==> config.mk <==
export PLATFORM = sky130hd
export DESIGN_NAME = lsc_i2cs_config
export DESIGN_NICKNAME = d
export VERILOG_FILES = /design/src/rtl/lsc_i2cs_config.sv
export SDC_FILE = /design/constraint.sdc
export NUM_CORES = 1
export LEC_CHECK = 0
export CAP_MARGIN = 10
export CORE_UTILIZATION = 50
export DETAILED_ROUTE_END_ITERATION = 12
export GPL_TIMING_DRIVEN = 0
export PLACE_DENSITY = 0.76
export REMOVE_ABC_BUFFERS = 1
export SYNTH_ARGS = -nofsm -noshare
export SYNTH_HDL_FRONTEND = slang
export SYNTH_SLANG_ARGS = --single-unit
==> constraint.sdc <==
create_clock -name clk -period 2.9 [get_ports clk]
set_input_delay 0.58 -clock clk [delete_from_list [all_inputs] [get_ports clk]]
set_output_delay 0.58 -clock clk [all_outputs]
set_load 0.01 [all_outputs]
==> src/rtl/lsc_i2cs_config.sv <==
// rtl/lsc_i2cs_config.sv - I2C target with two RW config registers and a read-only status/result window
//
// Ports:
//   clk          core clock, at least 16x the SCL rate
//   reset        synchronous active-high reset
//   scl_in       I2C clock pad level (asynchronous)
//   sda_in       I2C data pad level (asynchronous)
//   sda_out      1 releases SDA, 0 pulls SDA low
//   o_config_00  register 0x00 (RW)
//   o_config_01  register 0x01 (RW)
//   i_status     read-only status at register 0x02
//   i_result     read-only result at 0x03 (high byte) / 0x04 (low byte)
//   o_wr_stb     one-clk pulse per accepted write to 0x00/0x01
//   o_busy       high from an address match until STOP or START
module lsc_i2cs_config #(
    parameter logic [6:0] I2C_ADDR = 7'h24,
    parameter int         FILT_LEN = 3
) (
    input  logic        clk,
    input  logic        reset,
    input  logic        scl_in,
    input  logic        sda_in,
    output logic        sda_out,
    output logic [7:0]  o_config_00,
    output logic [7:0]  o_config_01,
    input  logic [7:0]  i_status,
    input  logic [15:0] i_result,
    output logic        o_wr_stb,
    output logic        o_busy
);

    localparam int CW = $clog2(FILT_LEN + 1);
    localparam logic [CW-1:0] FILT_MAX = CW'(FILT_LEN - 1);

    typedef enum logic [3:0] {
        IDLE, ADDR, ACK_ADDR, REG, ACK_REG, WDATA, ACK_WDATA, RDATA, ACK_RDATA
    } state_t;

    // Synchronizers and glitch filters; everything downstream sees only scl_f/sda_f.
    logic [1:0]    scl_sync, sda_sync;
    logic [CW-1:0] scl_cnt, sda_cnt;
    logic          scl_f, sda_f, scl_d, sda_d;

    always_ff @(posedge clk) begin
        if (reset) begin
            scl_sync <= 2'b11;
            sda_sync <= 2'b11;
            scl_cnt  <= '0;
            sda_cnt  <= '0;
            scl_f    <= 1'b1;
            sda_f    <= 1'b1;
            scl_d    <= 1'b1;
            sda_d    <= 1'b1;
        end else begin
            scl_sync <= {scl_sync[0], scl_in};
            sda_sync <= {sda_sync[0], sda_in};
            scl_d    <= scl_f;
            sda_d    <= sda_f;
            // A level change is accepted only after FILT_LEN consecutive differing samples.
            if (scl_sync[1] == scl_f) begin
                scl_cnt <= '0;
            end else if (scl_cnt == FILT_MAX) begin
                scl_cnt <= '0;
                scl_f   <= scl_sync[1];
            end else begin
                scl_cnt <= scl_cnt + CW'(1);
            end
            if (sda_sync[1] == sda_f) begin
                sda_cnt <= '0;
            end else if (sda_cnt == FILT_MAX) begin
                sda_cnt <= '0;
                sda_f   <= sda_sync[1];
            end else begin
                sda_cnt <= sda_cnt + CW'(1);
            end
        end
    end

    logic scl_rise, scl_fall, start_det, stop_det;
    assign scl_rise  =  scl_f & ~scl_d;
    assign scl_fall  = ~scl_f &  scl_d;
    assign start_det =  scl_f &  scl_d &  sda_d & ~sda_f;
    assign stop_det  =  scl_f &  scl_d & ~sda_d &  sda_f;

    state_t      state, state_n;
    logic [3:0]  bit_cnt, bit_cnt_n;
    logic [7:0]  shreg, shreg_n;
    logic [2:0]  ptr, ptr_n;
    logic        rw, rw_n;
    logic        host_ack, host_ack_n;
    logic        sda_n, busy_n, stb_n;
    logic [7:0]  cfg0_n, cfg1_n;
    logic [15:0] snap, snap_n;
    logic [2:0]  ld_ptr;
    logic [7:0]  rd_byte;
    logic        ld_snap;

    always_ff @(posedge clk) begin
        if (reset) begin
            state       <= IDLE;
            bit_cnt     <= '0;
            shreg       <= '0;
            ptr         <= '0;
            rw          <= 1'b0;
            host_ack    <= 1'b1;
            sda_out     <= 1'b1;
            o_busy      <= 1'b0;
            o_wr_stb    <= 1'b0;
            o_config_00 <= '0;
            o_config_01 <= '0;
            snap        <= '0;
        end else begin
            state       <= state_n;
            bit_cnt     <= bit_cnt_n;
            shreg       <= shreg_n;
            ptr         <= ptr_n;
            rw          <= rw_n;
            host_ack    <= host_ack_n;
            sda_out     <= sda_n;
            o_busy      <= busy_n;
            o_wr_stb    <= stb_n;
            o_config_00 <= cfg0_n;
            o_config_01 <= cfg1_n;
            snap        <= snap_n;
        end
    end

    always_comb begin
        state_n    = state;
        bit_cnt_n  = bit_cnt;
        shreg_n    = shreg;
        ptr_n      = ptr;
        rw_n       = rw;
        host_ack_n = host_ack;
        sda_n      = sda_out;
        busy_n     = o_busy;
        stb_n      = 1'b0;
        cfg0_n     = o_config_00;
        cfg1_n     = o_config_01;
        snap_n     = snap;

        // Byte to preload for reading: first byte of a read comes from ptr, later ones from ptr+1.
        // 0x04 reached by incrementing from 0x03 reuses the snapshot taken for 0x03.
        ld_ptr  = (state == ACK_RDATA) ? ptr + 3'd1 : ptr;
        ld_snap = 1'b0;
        case (ld_ptr)
            3'd0:    rd_byte = o_config_00;
            3'd1:    rd_byte = o_config_01;
            3'd2:    rd_byte = i_status;
            3'd3:    begin rd_byte = i_result[15:8]; ld_snap = 1'b1; end
            3'd4:    begin
                if (state == ACK_RDATA) begin
                    rd_byte = snap[7:0];
                end else begin
                    rd_byte = i_result[7:0];
                    ld_snap = 1'b1;
                end
            end
            default: rd_byte = 8'h00;
        endcase

        if (start_det) begin
            state_n   = ADDR;
            bit_cnt_n = '0;
            sda_n     = 1'b1;
            busy_n    = 1'b0;
        end else if (stop_det) begin
            state_n   = IDLE;
            bit_cnt_n = '0;
            sda_n     = 1'b1;
            busy_n    = 1'b0;
        end else begin
            case (state)
                ADDR, REG, WDATA: begin
                    if (scl_rise) begin
                        shreg_n   = {shreg[6:0], sda_f};
                        bit_cnt_n = bit_cnt + 4'd1;
                    end else if (scl_fall && bit_cnt == 4'd8) begin
                        bit_cnt_n = '0;
                        if (state == ADDR) begin
                            if (shreg[7:1] == I2C_ADDR) begin
                                state_n = ACK_ADDR;
                                sda_n   = 1'b0;
                                rw_n    = shreg[0];
                                busy_n  = 1'b1;
                            end else begin
                                state_n = IDLE;
                            end
                        end else if (state == REG) begin
                            ptr_n   = shreg[2:0];
                            state_n = ACK_REG;
                            sda_n   = 1'b0;
                        end else begin
                            if (ptr == 3'd0) begin
                                cfg0_n = shreg;
                                stb_n  = 1'b1;
                            end else if (ptr == 3'd1) begin
                                cfg1_n = shreg;
                                stb_n  = 1'b1;
                            end
                            ptr_n   = ptr + 3'd1;
                            state_n = ACK_WDATA;
                            sda_n   = 1'b0;
                        end
                    end
                end
                ACK_ADDR: begin
                    if (scl_fall) begin
                        if (rw) begin
                            state_n = RDATA;
                            shreg_n = rd_byte;
                            sda_n   = rd_byte[7];
                            if (ld_snap) snap_n = i_result;
                        end else begin
                            state_n = REG;
                            sda_n   = 1'b1;
                        end
                    end
                end
                ACK_REG, ACK_WDATA: begin
                    if (scl_fall) begin
                        state_n = WDATA;
                        sda_n   = 1'b1;
                    end
                end
                RDATA: begin
                    if (scl_rise) begin
                        bit_cnt_n = bit_cnt + 4'd1;
                    end else if (scl_fall) begin
                        if (bit_cnt == 4'd8) begin
                            state_n   = ACK_RDATA;
                            bit_cnt_n = '0;
                            sda_n     = 1'b1;
                        end else begin
                            sda_n   = shreg[6];
                            shreg_n = {shreg[6:0], 1'b0};
                        end
                    end
                end
                ACK_RDATA: begin
                    if (scl_rise) begin
                        host_ack_n = sda_f;
                    end else if (scl_fall) begin
                        if (!host_ack) begin
                            ptr_n   = ld_ptr;
                            state_n = RDATA;
                            shreg_n = rd_byte;
                            sda_n   = rd_byte[7];
                            if (ld_snap) snap_n = i_result;
                        end else begin
                            state_n = IDLE;
                        end
                    end
                end
                default: ;
            endcase
        end
    end

endmodule
* Yosys cells after proc, flatten, opt, wreduce, memory -nomap -nowiden *
Index checks and enable logic that the tools add are counted.

operators by class
  add/sub/neg operators = 4
  $mul = 0
  div/mod/pow operators = 0
  $lt $le $gt $ge = 0
  eq/ne operators = 46
  shift-type cells = 0
  muxes and demuxes = 69
  bitwise operators = 21
  reduce and logical (&&, ||, !) cells = 29

operators with widths
  kind                  number
  $mux W16              6
  $mux W8               10
  $mux W4               15
  $pmux W8 S5           1
  $ne A4 B4 Y1 const B  9
  $pmux W16 S2          1
  $pmux W8 S4           1
  $mux W3               10
  $ne A2 B2 Y1 const B  14
  $pmux W4 S5           1
  $reduce_and A10 Y1    2
  $mux W1               18
  $reduce_and A9 Y1     2
  $eq A4 B3 Y1 const B  4
  $reduce_and A8 Y1     2
  $not A1 Y1            14
  $ne A3 B3 Y1 const B  4
  $reduce_and A12 Y1    1
  $reduce_or A3 Y1      4
  $reduce_and A11 Y1    1
  $eq A4 B2 Y1 const B  2
  $eq A4 B4 Y1 const B  2
  $pmux W4 S2           1
  $reduce_and A4 Y1     2
  26 further kinds      42

word-level totals
  register bits after elaboration = 68
  bits in latches = 0
  RAM bits = 0
  ROM bits = 0
  input port bits = 28
  output and inout port bits = 19
  word-level logic and storage cells = 190
  memories kept = 0

* Depth between registers and ports, before layout *
Gate-level depths: netlist of run 1.

  depth after elaboration = 9
  gate-level depth with buffers = 10
  mapped depth without buffers = 8

* Least setup slack after synthesis of run 1 *
OpenSTA, ideal clock, no wires.

  path type = flip-flop to flip-flop
  from = register ptr[1]
  to = register snap[0]
  setup time = 128 ps
  arrival = 2592 ps
  required time = 2772 ps
  slack = 180 ps
  stages on the path, launching flop included = 11
  path buffers = 2
  period minus slack after synthesis = 2720 ps
  cells stage by stage = dfxtp_1 > clkbuf_1 > inv_1 > ha_1 > clkbuf_1 > nand2_1 > mux2i_1 > a221oi_2 > a2111oi_4 > mux2i_1 > nor2_1

between the ends
  longest elaborated chain between the ends = 9
  elaborated cells on any way between the ends = 12
  those cells by class = add/sub: 1; eq/ne: 2; mux: 9

ends and longest elaborated chain
  what                                                 RTL line  source
  from (decl)                                          88        logic [2:0] ptr, ptr_n;
  from (signal assigned)                               116       ptr <= ptr_n;
  $add A3 B1 Y3                                        144       ld_ptr = (state == ACK_RDATA) ? ptr + 3'd1 : ptr;
  $mux W3 *                                            144
  $eq A3 B3 Y1 / $eq A3 B2 Y1 (equally long branches)  146       case (ld_ptr)
  $pmux W1 S2 *                                        146
  $mux W16 *                                           -
  $mux W16 (3 in a row)                                -
  $pmux W16 S2 *                                       -
  to (signal assigned)                                 124       snap <= snap_n;
  to (decl)                                            93        logic [15:0] snap, snap_n;

Mark *: on every way between the ends. The rest lies on a longest branch, timed or not. The select of a mux whose other input is x is not followed.
A chain may end at the register's enable or synchronous reset.

* Worst setup path in the final report of run 1 *
  from = register state[1]
  to = register state[2]

between the ends
  longest elaborated chain between the ends = 5
  elaborated cells on any way between the ends = 25
  those cells by class = eq/ne: 17; mux: 4; reduce/logical: 4

ends and longest elaborated chain
  what                    RTL line  source
  from (decl)             85        state_t state, state_n;
  from (signal assigned)  113       state <= state_n;
  $eq A4 B1 Y1            173, 180
  $mux W4                 180       if (state == ADDR) begin
  $mux W4                 178       end else if (scl_fall && bit_cnt == 4'd8) begin
  $mux W4                 175       if (scl_rise) begin
  $pmux W4 S5             173       case (state)

Several ways; a longest one is shown, not always the timed one. The select of a mux whose other input is x is not followed.

==> impl_metrics.toml, run 1 <==
[cells_and_area]
syn_to_final_growth_pct = 21.10
n_antenna_cell = 0
layout.nets = 533
fin_util_pct = 63.95
layout-drive-gt1-share_pct = 8.200
stdcell_area_mm2 = 0.004417

[drt]
wirelength_um = 10210
avgRoutedWirePerCell_um = 17.13
vias = 3701
drt_iter0_drc = 345
postRouteAntennaNets = 0
avgViaCountPerCell = 6.210
drc = 0
first_pass_iters = 6

[worst_setup_path]
worst-endpoint-arrival_ps = 2970
crit_type = "reg -> reg"
crit_top_cell = "a21oi_1"
cpPeakStageDelay_ps = 760
worstPathMaxFanout = 20
cp_slowest_cell = "dfxtp_1"
worst_ep_required_time_ps = 3180
reg2reg_from = "state[1]$_SDFFE_PP0P_"
critPathCaptureType = "register"
reg2reg_depth = 6
cp-start-kind = "register"
reg2reg_setup_slack_ps = 200
worstPathCellList = "or4b_4 > a21oi_1 > a211oi_1 > o211ai_1 > or3_1 > a21oi_1"
timing.rr.end = "state[2]$_SDFFE_PP0P_"

[floorplanning]
fp.dieH_um = 87.41
dieArea_mm2 = 0.007640
top_level_ports = 47
die_w_um = 87.41
rows = 30
core_area_mm2 = 0.006907
start_util_pct = 52.81

[global_routing]
grt_pass1_vias = 3359
grtUsageMet3_pct = 6.351
gr-total-overflow = 0
gr-usage-all-layers_pct = 28.07
grt_pass1_wl_um = 16590
grtUsageMet1_pct = 39.37
grt_most_used_layer = "met2"
use_met2_pct = 42.61
antenna_found_initial = 0
grt_max_degree = 28

[sta]
rsz0062_at_grt = "false"
setup_ws_ps = 204.0
hold_violations = 0
post-route-period-util_pct = 92.97
fin_setup_tns_ps = 0
setup_viol = 0
period_minus_slack_ps = 2696
slew_violations = 0
relSlewSlack_pct = 43.81
max_freq_mhz = 370.9
clock_skew_ps = 11.64
max_slew.worst_pin.slew_ps = 831.2

[synth]
synth-seq-cells = 60
synth_edf_count = 0
synth_area_mm2 = 0.003647
seq_area_frac_synth_pct = 32.93
synth_area_leaders = "dfxtp_1 (33%), mux2i_1 (8.2%), nor2_1 (5.9%)"
ys_types = 52
yosys.area.top_type = "dfxtp_1"
synth_top_area_share_pct = 32.93
yosysMostFrequentCell = "dfxtp_1"
yosys_warnings = 0
synth_top_flop_cell = "dfxtp_1"
syn_inst = 460
syn_area_per_cell_um2 = 7.929
synthTopCellsByCount = "dfxtp_1 (60), nor2_1 (57), nand2_1 (51), mux2i_1 (30), a21oi_1 (26)"
async_flop_share_pct = 0

[cts]
clockRootBuffer = "clkbuf_8"
clkLatencyLatePin_ps = 350
cts.sink_count = 60
cts_tree = "done"
clkTransAtPathRegs_ps = 70
cts_buffers = 9
clk_path_buf_depth = 2
htreeDepth = 3

[min_path]
min_path_type = "reg -> reg"
worstHoldPathCells = 1
hp-start = "scl_cnt[0]$_SDFF_PP0_"
min_to = "scl_cnt[0]$_SDFF_PP0_"

[power]
total_power_mw = 1.755
combPwrFrac_pct = 4.1
vdd_drop_max_mv = 0.4322
p_switching_mw = 0.3981
p_seq_share_pct = 47.2
p_int_mw = 1.357
p_sw_share_pct = 22.68
leakagePower_nw = 1.560
p_clk_share_pct = 48.7
p_per_area_mw_per_mm2 = 397.5

[job]
drv_cap = 0

[status]
run_status = "finished clean"

[placed_design]
portBuffers = 46
post-place-ws_ps = -461.1
placed_cell_area_mm2 = 0.004131
gp_congestion = 0.9319
hpwl_um = 7160
-- final cells by class --
| cell class | count | area, µm² |
|---|---|---|
| well taps | 96 | 120.1 |
| clock buffers | 9 | 123.9 |
| repair buffers | 55 | 548.0 |
| multi-input cells | 353 | 2263 |
| clock inverters | 7 | 98.84 |
| flip-flops and latches | 60 | 1202 |
| fillers | 639 | 2490 |
| inverters | 16 | 60.06 |
-- power by group through the flow --
| stage | Sequential, mW | Combinational [mW] | Clock [mW] |
|---|---|---|---|
| floorplan | 0.847 | 0.0144 | 0 |
| CTS | 0.829 | 0.0717 | 0.860 |
| global placement | 0.848 | 0.0663 | 0 |
| detailed placement | 0.848 | 0.0712 | 0 |
| finish | 0.829 | 0.0713 | 0.856 |
| global route | 0.829 | 0.0770 | 0.898 |
-- placed cells by master, fill, tap and decap left out, types with 3 or more instances in the layout --
cell             instances
and2_1                   5
a22oi_1                 21
dfxtp_1                 59
inv_1                   16
nand2_1                 51
ha_1                    10
nor3_1                   3
nand2b_1                 5
nand4_1                  5
clkbuf_8                 9
and3b_1                  4
o21ai_0                 21
xor2_1                   5
nand3_1                 15
mux2i_1                 30
nor2_1                  57
buf_4                    8
clkdlybuf4s50_1         46
a221oi_1                 7
xnor2_1                  4
o2111ai_1                5
a31oi_1                  3
a211oi_1                 3
or2_2                    6
o22ai_1                  8
o211ai_1                15
a21oi_1                 26
nor2b_1                  4
nand3b_1                10
or3_1                    3
-- what timing repair did --
action,in CTS,in global routing
pin swaps,1,0
setup buffers,2,5
setup endpoints to repair,18,14
hold buffers,0,0
resized for setup,2,1
-- worst max-delay path, delay by kind of cell (launching register included) --
kind,cells,cell delay (ps)
AOI/OAI and AO/OA,4,1010
DFF,1,760
and+or+nand+nor,2,840
-- layer usage --
metal / wire (µm) / share of wire [%] / up-vias
met5: 0 / 0 / -
met4: 181 / 1.8 / 0
met3: 818 / 8.0 / 27
met2: 4526 / 44 / 177
met1: 4681 / 46 / 1761
li1: - / - / 1736
-- flip-flops by register name, summed over array words and instances, names as in the netlist --
register     flops
sda_cnt          2
o_wr_stb         1
scl_f            1
o_config_00      8
state            4
sda_d            1
snap             8
scl_sync         2
bit_cnt          4
scl_cnt          2
shreg            8
ptr              3
sda_f            1
sda_out          1
scl_d            1
host_ack         1
rw               1
o_config_01      8
sda_sync         2
o_busy           1
-- worst max path at each step --
stage | start | end | slack, ps
3_3_place_gp | state[1]$_SDFFE_PP0P_ | shreg[3]$_SDFFE_PP0P_ | -720
3_5_place_dp | ptr[0]$_SDFFE_PP0P_ | snap[7]$_SDFFE_PP0P_ | -460
6_report | state[1]$_SDFFE_PP0P_ | state[2]$_SDFFE_PP0P_ | 200
5_1_grt | state[1]$_SDFFE_PP0P_ | state[2]$_SDFFE_PP0P_ | 5
2_1_floorplan | ptr[0]$_SDFFE_PP0P_ | snap[0]$_SDFFE_PP0P_ | 160
4_1_cts | state[3]$_SDFFE_PP0P_ | shreg[4]$_SDFFE_PP0P_ | 120
-- per-stage QoR --
| step | cells | hold WS (ps) |
|---|---|---|
| after floorplan | 429 | 389.5 |
| after global placement | 571 | 393.8 |
| final | 596 | 412.3 |
| after global routing | 596 | 427.6 |
| after detailed placement | 573 | 404.2 |
| after CTS | 591 | 414.6 |
-- logic make-up (layout without fill, tap and decap cells) --
logic type,Yosys count,in the layout,synth area share [%]
AO/OA/AOI/OAI,122,122,22.92
XOR/XNOR,9,9,2.161
adder cells (fa/ha/maj),10,10,3.431
buffers and inverters,47,87,5.249
flip-flops,60,60,32.93
multiplexers,31,31,8.542
AND/OR/NAND/NOR,181,181,24.77
Power figures use the tool's default switching activity.
==> inputs of run 2 (changes only) <==
--- a/config.mk
+++ b/config.mk
@@ -7,6 +7,7 @@
 export LEC_CHECK = 0
 export CAP_MARGIN = 10
 export CORE_UTILIZATION = 50
+export CTS_BUF_LIST = sky130_fd_sc_hd__clkbuf_16
 export DETAILED_ROUTE_END_ITERATION = 12
 export GPL_TIMING_DRIVEN = 0
 export PLACE_DENSITY = 0.76
==> run 2 against run 1 <==
  * Clock skew down 4.0 ps
  * Global-route usage up 0.31 points
  * Sequential share of layout area down 0.60 points
  * Via count down 0.16%
  * First-iteration DRC count down 7.2%
  * Non-clock buffer count down 1
  * Routed wire length up 0.25%
  * Critical endpoint unchanged
  * Largest cell class unchanged
==> impl_metrics.toml, run 2 (synthesis results as in run 1) <==
[sta]
hold_violations = 0
post-route-period-util_pct = 93.87
clock_skew_ps = 7.679
max_freq_mhz = 367.4
slew_violations = 0
rsz0062_at_grt = "false"
hold-worst-slack_ps = 409.7
max_slew.worst_pin.slew_ps = 839.0
period_minus_slack_ps = 2722
relSlewSlack_pct = 43.28
setup_viol = 0

[power]
p_seq_share_pct = 40.3
p_per_area_mw_per_mm2 = 454.9
p_switching_mw = 0.4332
combPwrFrac_pct = 3.5
leakagePower_nw = 1.603
vdd_drop_max_mv = 0.4018
p_clk_share_pct = 56.3
p_int_mw = 1.626
p_sw_share_pct = 21.04
total_power_mw = 2.059

[min_path]
min_path_type = "reg -> reg"
worstHoldPathCells = 1
hp-start = "scl_cnt[0]$_SDFF_PP0_"
min_to = "scl_cnt[0]$_SDFF_PP0_"

[drt]
first_pass_iters = 5
wirelength_um = 10230
drt_iter0_drc = 320
avgRoutedWirePerCell_um = 17.20
vias = 3695
avgViaCountPerCell = 6.210
postRouteAntennaNets = 0
drc = 0

[status]
run_status = "finished clean"

[worst_setup_path]
reg2reg_setup_slack_ps = 180
critPathLaunch = "state[2]$_SDFFE_PP0P_"
worstPathMaxFanout = 20
reg2reg_from = "state[2]$_SDFFE_PP0P_"
cp-start-kind = "register"
reg2reg_depth = 6
timing.rr.end = "state[2]$_SDFFE_PP0P_"
worst_ep_required_time_ps = 3160
crit_type = "reg -> reg"
critPathCaptureType = "register"
worst-endpoint-arrival_ps = 2980

[cts]
cts.sink_count = 60
cts_buffers = 9
cts_tree = "done"
clockRootBuffer = "clkbuf_16"
clkTransAtPathRegs_ps = 50
htreeDepth = 3
clk_path_buf_depth = 2
clkLatencyLatePin_ps = 330

[global_routing]
antenna_found_initial = 0
gr-total-overflow = 0
gr-usage-all-layers_pct = 28.39
grt_pass1_vias = 3351
grt_pass1_wl_um = 16680
grt_max_degree = 28

[floorplanning]
start_util_pct = 52.81
dieArea_mm2 = 0.007640
top_level_ports = 47
core_area_mm2 = 0.006907
die_w_um = 87.41
rows = 30
fp.dieH_um = 87.41

[placed_design]
gp_congestion = 0.9319
hpwl_um = 7160
placed_cell_area_mm2 = 0.004131
portBuffers = 46
place_inst = 573

[cells_and_area]
stdcell_area_mm2 = 0.004526
stdcell_count = 595
layout.nets = 532
syn_to_final_growth_pct = 24.08
layout_commonest_cell = "dfxtp_1"
mostFrequentLayoutCells = "dfxtp_1 (59), nor2_1 (57), nand2_1 (51), clkdlybuf4s50_1 (46), mux2i_1 (30)"
n_antenna_cell = 0
layout-drive-gt1-share_pct = 8.016

[job]
drv_cap = 0
## run 2: worst max-delay path, cell delays in order (launching register included)
cell and delay, ps:
dfxtp_1 780, or4b_4 450, a21oi_1 80, a211oi_1 480
o211ai_1 340, or3_1 390, a21oi_1 120
## run 2: metal layers
metal	track usage, %	wire (µm)	vias to the layer above
met3	6.066	876	22
met1	40.10	4570	1754
li1	-	-	1733
met2	42.12	4592	186
met4	10.73	193	0
met5	0	0	-
## run 2: power by group through the flow
stage	Sequential [mW]	Clock, mW	Combinational, mW
floorplan	0.847	0	0.0144
global placement	0.848	0	0.0663
detailed placement	0.848	0	0.0712
CTS	0.830	1.17	0.0717
global route	0.829	1.21	0.0770
finish	0.829	1.16	0.0716
## run 2: cell type report
cell class / instances / area (µm²)
Clock buffer: 9 / 225.2
Timing Repair Buffer: 54 / 553.0
Multi-Input combinational cell: 353 / 2263
Sequential cell: 60 / 1205
Tap cell: 96 / 120.1
Clock inverter: 7 / 98.84
Inverter: 16 / 60.06
Fill cell: 613 / 2381
## run 2: worst max-delay path by stage
stage	slack (ps)	cells past startpoint	endpoint
6_report	180	6	state[2]$_SDFFE_PP0P_
3_3_place_gp	-720	5	shreg[3]$_SDFFE_PP0P_
3_5_place_dp	-460	8	snap[7]$_SDFFE_PP0P_
2_1_floorplan	160	8	snap[0]$_SDFFE_PP0P_
5_1_grt	9	6	state[2]$_SDFFE_PP0P_
4_1_cts	130	6	shreg[4]$_SDFFE_PP0P_
## run 2: stage by stage
stage          utilization (%)  setup TNS (ps)  setup WS [ps]
2_1_floorplan                -               0          156.5
3_3_place_gp             59.31          -12700         -716.0
3_5_place_dp             59.82           -4018         -461.1
4_1_cts                  64.80               0          126.9
5_1_grt                  65.53               0          9.033
6_report                 65.53               0          177.8
## run 2: repair_timing
action,CTS,global route
setup endpoints to repair,18,14
buffers inserted,2,4
hold buffers,0,0
gates resized for setup,2,2
pin swaps,1,0
==> inputs of run 3 (changes only) <==
--- a/config.mk
+++ b/config.mk
@@ -9,6 +9,7 @@
 export CORE_UTILIZATION = 50
 export CTS_BUF_LIST = sky130_fd_sc_hd__clkbuf_16
 export DETAILED_ROUTE_END_ITERATION = 12
+export GPL_ROUTABILITY_DRIVEN = 1
 export GPL_TIMING_DRIVEN = 0
 export PLACE_DENSITY = 0.76
 export REMOVE_ABC_BUFFERS = 1
==> results of run 3 <==
The final DEF is identical to that of run 2; final timing and power are the same.
==> edit 1: new RTL, settings of run 3 <==
One comparison of `bit_cnt` changes from == to >=.
--- a/src/rtl/lsc_i2cs_config.sv
+++ b/src/rtl/lsc_i2cs_config.sv
@@ -229,3 +229,3 @@
                     end else if (scl_fall) begin
-                        if (bit_cnt == 4'd8) begin
+                        if (bit_cnt >= 4'd8) begin
                             state_n   = ACK_RDATA;
Formal check against the unedited RTL: no difference found for any inputs over 10 cycles, from zero or initial values and one cycle with reset high; that may be too few to reach the edited logic, so the function may still have changed.
==> edit 1 against run 3 <==
Power decreased by 6.8%. Worst setup slack got worse by 91 ps. Wire length decreased by 3.8%. Cell count down 0.17%. Final area is 0.14% lower. Largest power group unchanged. Sequential cell count did not move. Area after synthesis increased by 1.3%.
==> edit 1: results (changes against run 3) <==
Timing
  – Worst Skew: 7.62 ps (-0.0543 ps)
  – Slew @ Worst Pin: 1180 ps (+339 ps)
  – Hold Slack: 409 ps (-0.476 ps)

Cells and area
  – Sequential Area: 1210 sq um (+0.21%)
  – Multi-input gate count: 349 (-1.1%)
  – Non-clock buffering overhead: 0.115 (-0.00703)
  – Cell Count, Final, Fillers Out: 594 (-0.17%)
  – Seq area share: 0.267 (+0.000922)

Power
  – Internal power: 1.52 mW (-6.5%)
  – Lkg Pwr: 1.88 nW (+17%)

Synthesis
  – Synth unique cells: 65 (+25%)
  – Post-synthesis mux area share: 0.117 (+0.0314)
  – Synth Area in Compound Gates: 0.198 (-0.0314)
  – Top post-synthesis cells by area: dfxtp_1, mux2i_1, nor2_1, a21oi_1, nand3_1

Placed design
  – Placed instance area: 4150 sq um (+0.42%)
  – Setup WS pre-CTS: -530 ps (-68.9 ps)
  – Routability Congestion: 0.880 (-5.6%)
  – HPWL Detailed: 6460 um (-9.8%)

Global route
  – M3 GR Usage: 0.0650 (+0.00437)

Status
  – Outcome: completed

Worst setup path
  – Critical path's top delay family: simple AND/OR/NAND/NOR gates
  – Slowest cell on crit path: or4b_4
  – R2r endpoint: shreg[2]

Min path
  – WHS Endpoint: sda_cnt[0]
  – Worst hold path startpoint: sda_cnt[0]

Routing
  – DRT Wirelength: 9840 um (-3.8%)
  – 1st-iter DRT viols: 423 (+32%)
## edit 1: cell types whose count changed after synthesis, sizes merged, moves of 12 or more
cell | before | now
nand2 | 51 | 30
nand3 | 15 | 28
a22oi | 21 | 2
mux2i | 30 | 42
o211ai | 15 | 3
## edit 1: timing repair
item | in CTS | in global routing
pin swaps | 2 | 0
gates resized for setup | 9 | 3
setup endpoints to repair | 33 | 17
endpoints found under the hold margin | 0 | 0
buffers inserted | 5 | 0
## edit 1: per-layer routing
metal  vias up  share of wire
met3        22          0.077
met2       155           0.44
met1      1675           0.46
met5         -              0
li1       1724              -
met4         0          0.020
## edit 1: power by group through the flow
stage | combinational [mW] | clock (mW) | sequential, mW
floorplan | 0.0147 | 0 | 0.847
global placement | 0.0650 | 0 | 0.847
detailed placement | 0.0651 | 0 | 0.848
CTS | 0.0655 | 1.03 | 0.830
global route | 0.0709 | 1.08 | 0.830
finish | 0.0645 | 1.02 | 0.830
==> edit 2: new RTL, flow settings as in run 3 <==
Made on the original files. The parameter `FILT_LEN` goes from 3 to 5.
--- a/src/rtl/lsc_i2cs_config.sv
+++ b/src/rtl/lsc_i2cs_config.sv
@@ -16,3 +16,3 @@
     parameter logic [6:0] I2C_ADDR = 7'h24,
-    parameter int         FILT_LEN = 3
+    parameter int         FILT_LEN = 5
 ) (
Behaviour: same outputs for any inputs over 4 cycles, from zero or initial values and one cycle with reset high; that may be too few to reach the edited logic, so the function may still have changed.
==> edit 2 against run 3 <==
Worst setup slack got worse by 54 ps. Final area decreased by 0.30%. Maximum frequency decreased by 2.0%. Sequential cell count increased by 2. Critical path depth increased by 1. Wire length decreased by 1.3%. Power decreased by 6.6%. Area after synthesis increased by 1.6%. Largest cell class unchanged.
==> edit 2: results (changes against run 3) <==
Synthesis
  – Post-synth top area share: 0.335 (+0.00558)
  – Top post-synthesis cells by area: dfxtp_1, mux2i_1, nor2_1, ha_1, a21oi_1
  – Synth top cells by count: dfxtp_1, nor2_1, mux2i_1, nand2_1, a21oi_1
  – Synth unique cells: 60 (+15%)
  – Syn avg cell area: 8.25 sq um (+4.1%)
  – Sequential element share of the synthesized area: 0.335 (+0.00558)

Cells and area
  – Layout cell share with drive strength beyond 1: 0.0990 (+0.0188)
  – Fin area: 4510 sq um (-0.30%)
  – Fillcell total: 636 (+3.8%)
  – # nets final: 520 (-2.3%)
  – Cell Count, Final, Fillers Out: 584 (-1.8%)

Routing
  – DRT Wirelength: 10100 um (-1.3%)
  – Drt drc: 0 (unchanged)
  – Avg Vias per Cell: 6.09 (-2.0%)

Global route
  – Global-route wire length before repair: 16100 um (-3.8%)
  – Vias in the first global route: 3202 (-4.4%)
  – Total Routing Usage GR: 0.272 (-0.0123)

Placed design
  – Dpl cells: 567 (-1.0%)
  – Placed instance area: 4190 sq um (+1.3%)
  – HPWL Detailed: 7040 um (-1.7%)

Power
  – VDD IR-drop max: 0.248 mV (-38%)
  – Switching Fraction: 0.231 (+0.0201)
  – Lkg Pwr: 1.69 nW (+5.6%)

Timing
  – Worst Skew: 8.52 ps (+0.837 ps)

Worst setup path
  – Worst EP arrival: 2950 ps (-30 ps)

Clock tree
  – TritonCTS buffer count: 9 (unchanged)

Status
  – Outcome: completed
[edit 2: cell types whose count changed after synthesis, sizes merged, moves of 4 or more]
cell / run 3 / this run
nand2: 51 / 27
a22oi: 21 / 2
o211ai: 15 / 2
nand3b: 10 / 1
and3: 2 / 9
nand2b: 5 / 11
or2: 6 / 12
a221oi: 8 / 13
mux2i: 30 / 35
o2111ai: 5 / 0
nand3: 15 / 11
nor3: 5 / 9
[edit 2: what timing repair did]
action / in CTS / in global routing
buffers inserted: 1 / 0
gates resized for setup: 2 / 7
gates cloned: 0 / 0
endpoints found under the setup margin: 14 / 21
pin swaps: 1 / 1
[edit 2: metal layers]
metal / vias to the layer above / routed length [um] / global-route usage / share of wire
met4: 0 / 228 / 0.0982 / 0.023
met5: - / 0 / 0 / 0
met3: 25 / 750 / 0.0679 / 0.074
met2: 148 / 4550 / 0.420 / 0.45
li1: 1693 / - / - / -
met1: 1689 / 4570 / 0.367 / 0.45
[edit 2: final timing paths]
kind         slack [ps]  cells past startpoint        start           to
max                 120                      7       ptr[1]     shreg[5]
min                 420                      1  sda_sync[0]  sda_sync[1]
max reg2reg         120                      7       ptr[1]     shreg[5]
min reg2reg         420                      1  sda_sync[0]  sda_sync[1]
[edit 2: metrics by stage]
step	setup TNS [ps]	hold slack, ps	setup slack, ps
floorplan	-2880	389	-360
global placement	-20160	402	-1230
finish	0	416	123
detailed placement	-3350	402	-381
CTS	0	420	15.5
global route	0	449	29.6
[edit 2: cells by family after synthesis]
logic type,after synthesis,share of synthesized area
adders and majority gates,12,0.0405
buffers and inverters,45,0.0527
muxes,39,0.107
xor gates and xnor gates,7,0.0165
AOI/OAI and AO/OA,109,0.201
DFF,62,0.335
and+or+nand+nor,175,0.248
[edit 2: final cells by class]
| cell class | count | share of cell area |
|---|---|---|
| clock inverters | 7 | 0.0116 |
| inverters | 16 | 0.0133 |
| multi-input cells | 342 | 0.511 |
| well taps | 99 | 0.0275 |
| flip-flops and latches | 62 | 0.276 |
| clock buffers | 9 | 0.0499 |
| repair buffers | 49 | 0.110 |
[edit 2: power groups by stage]
| stage | Sequential [mW] | Clock, mW | Combinational (mW) |
|---|---|---|---|
| 5_1_grt | 0.857 | 1.05 | 0.0662 |
| 2_1_floorplan | 0.875 | 0 | 0.0103 |
| 3_5_place_dp | 0.875 | 0 | 0.0609 |
| 4_1_cts | 0.857 | 1.02 | 0.0611 |
| 3_3_place_gp | 0.875 | 0 | 0.0613 |
| 6_report | 0.857 | 1.00 | 0.0613 |
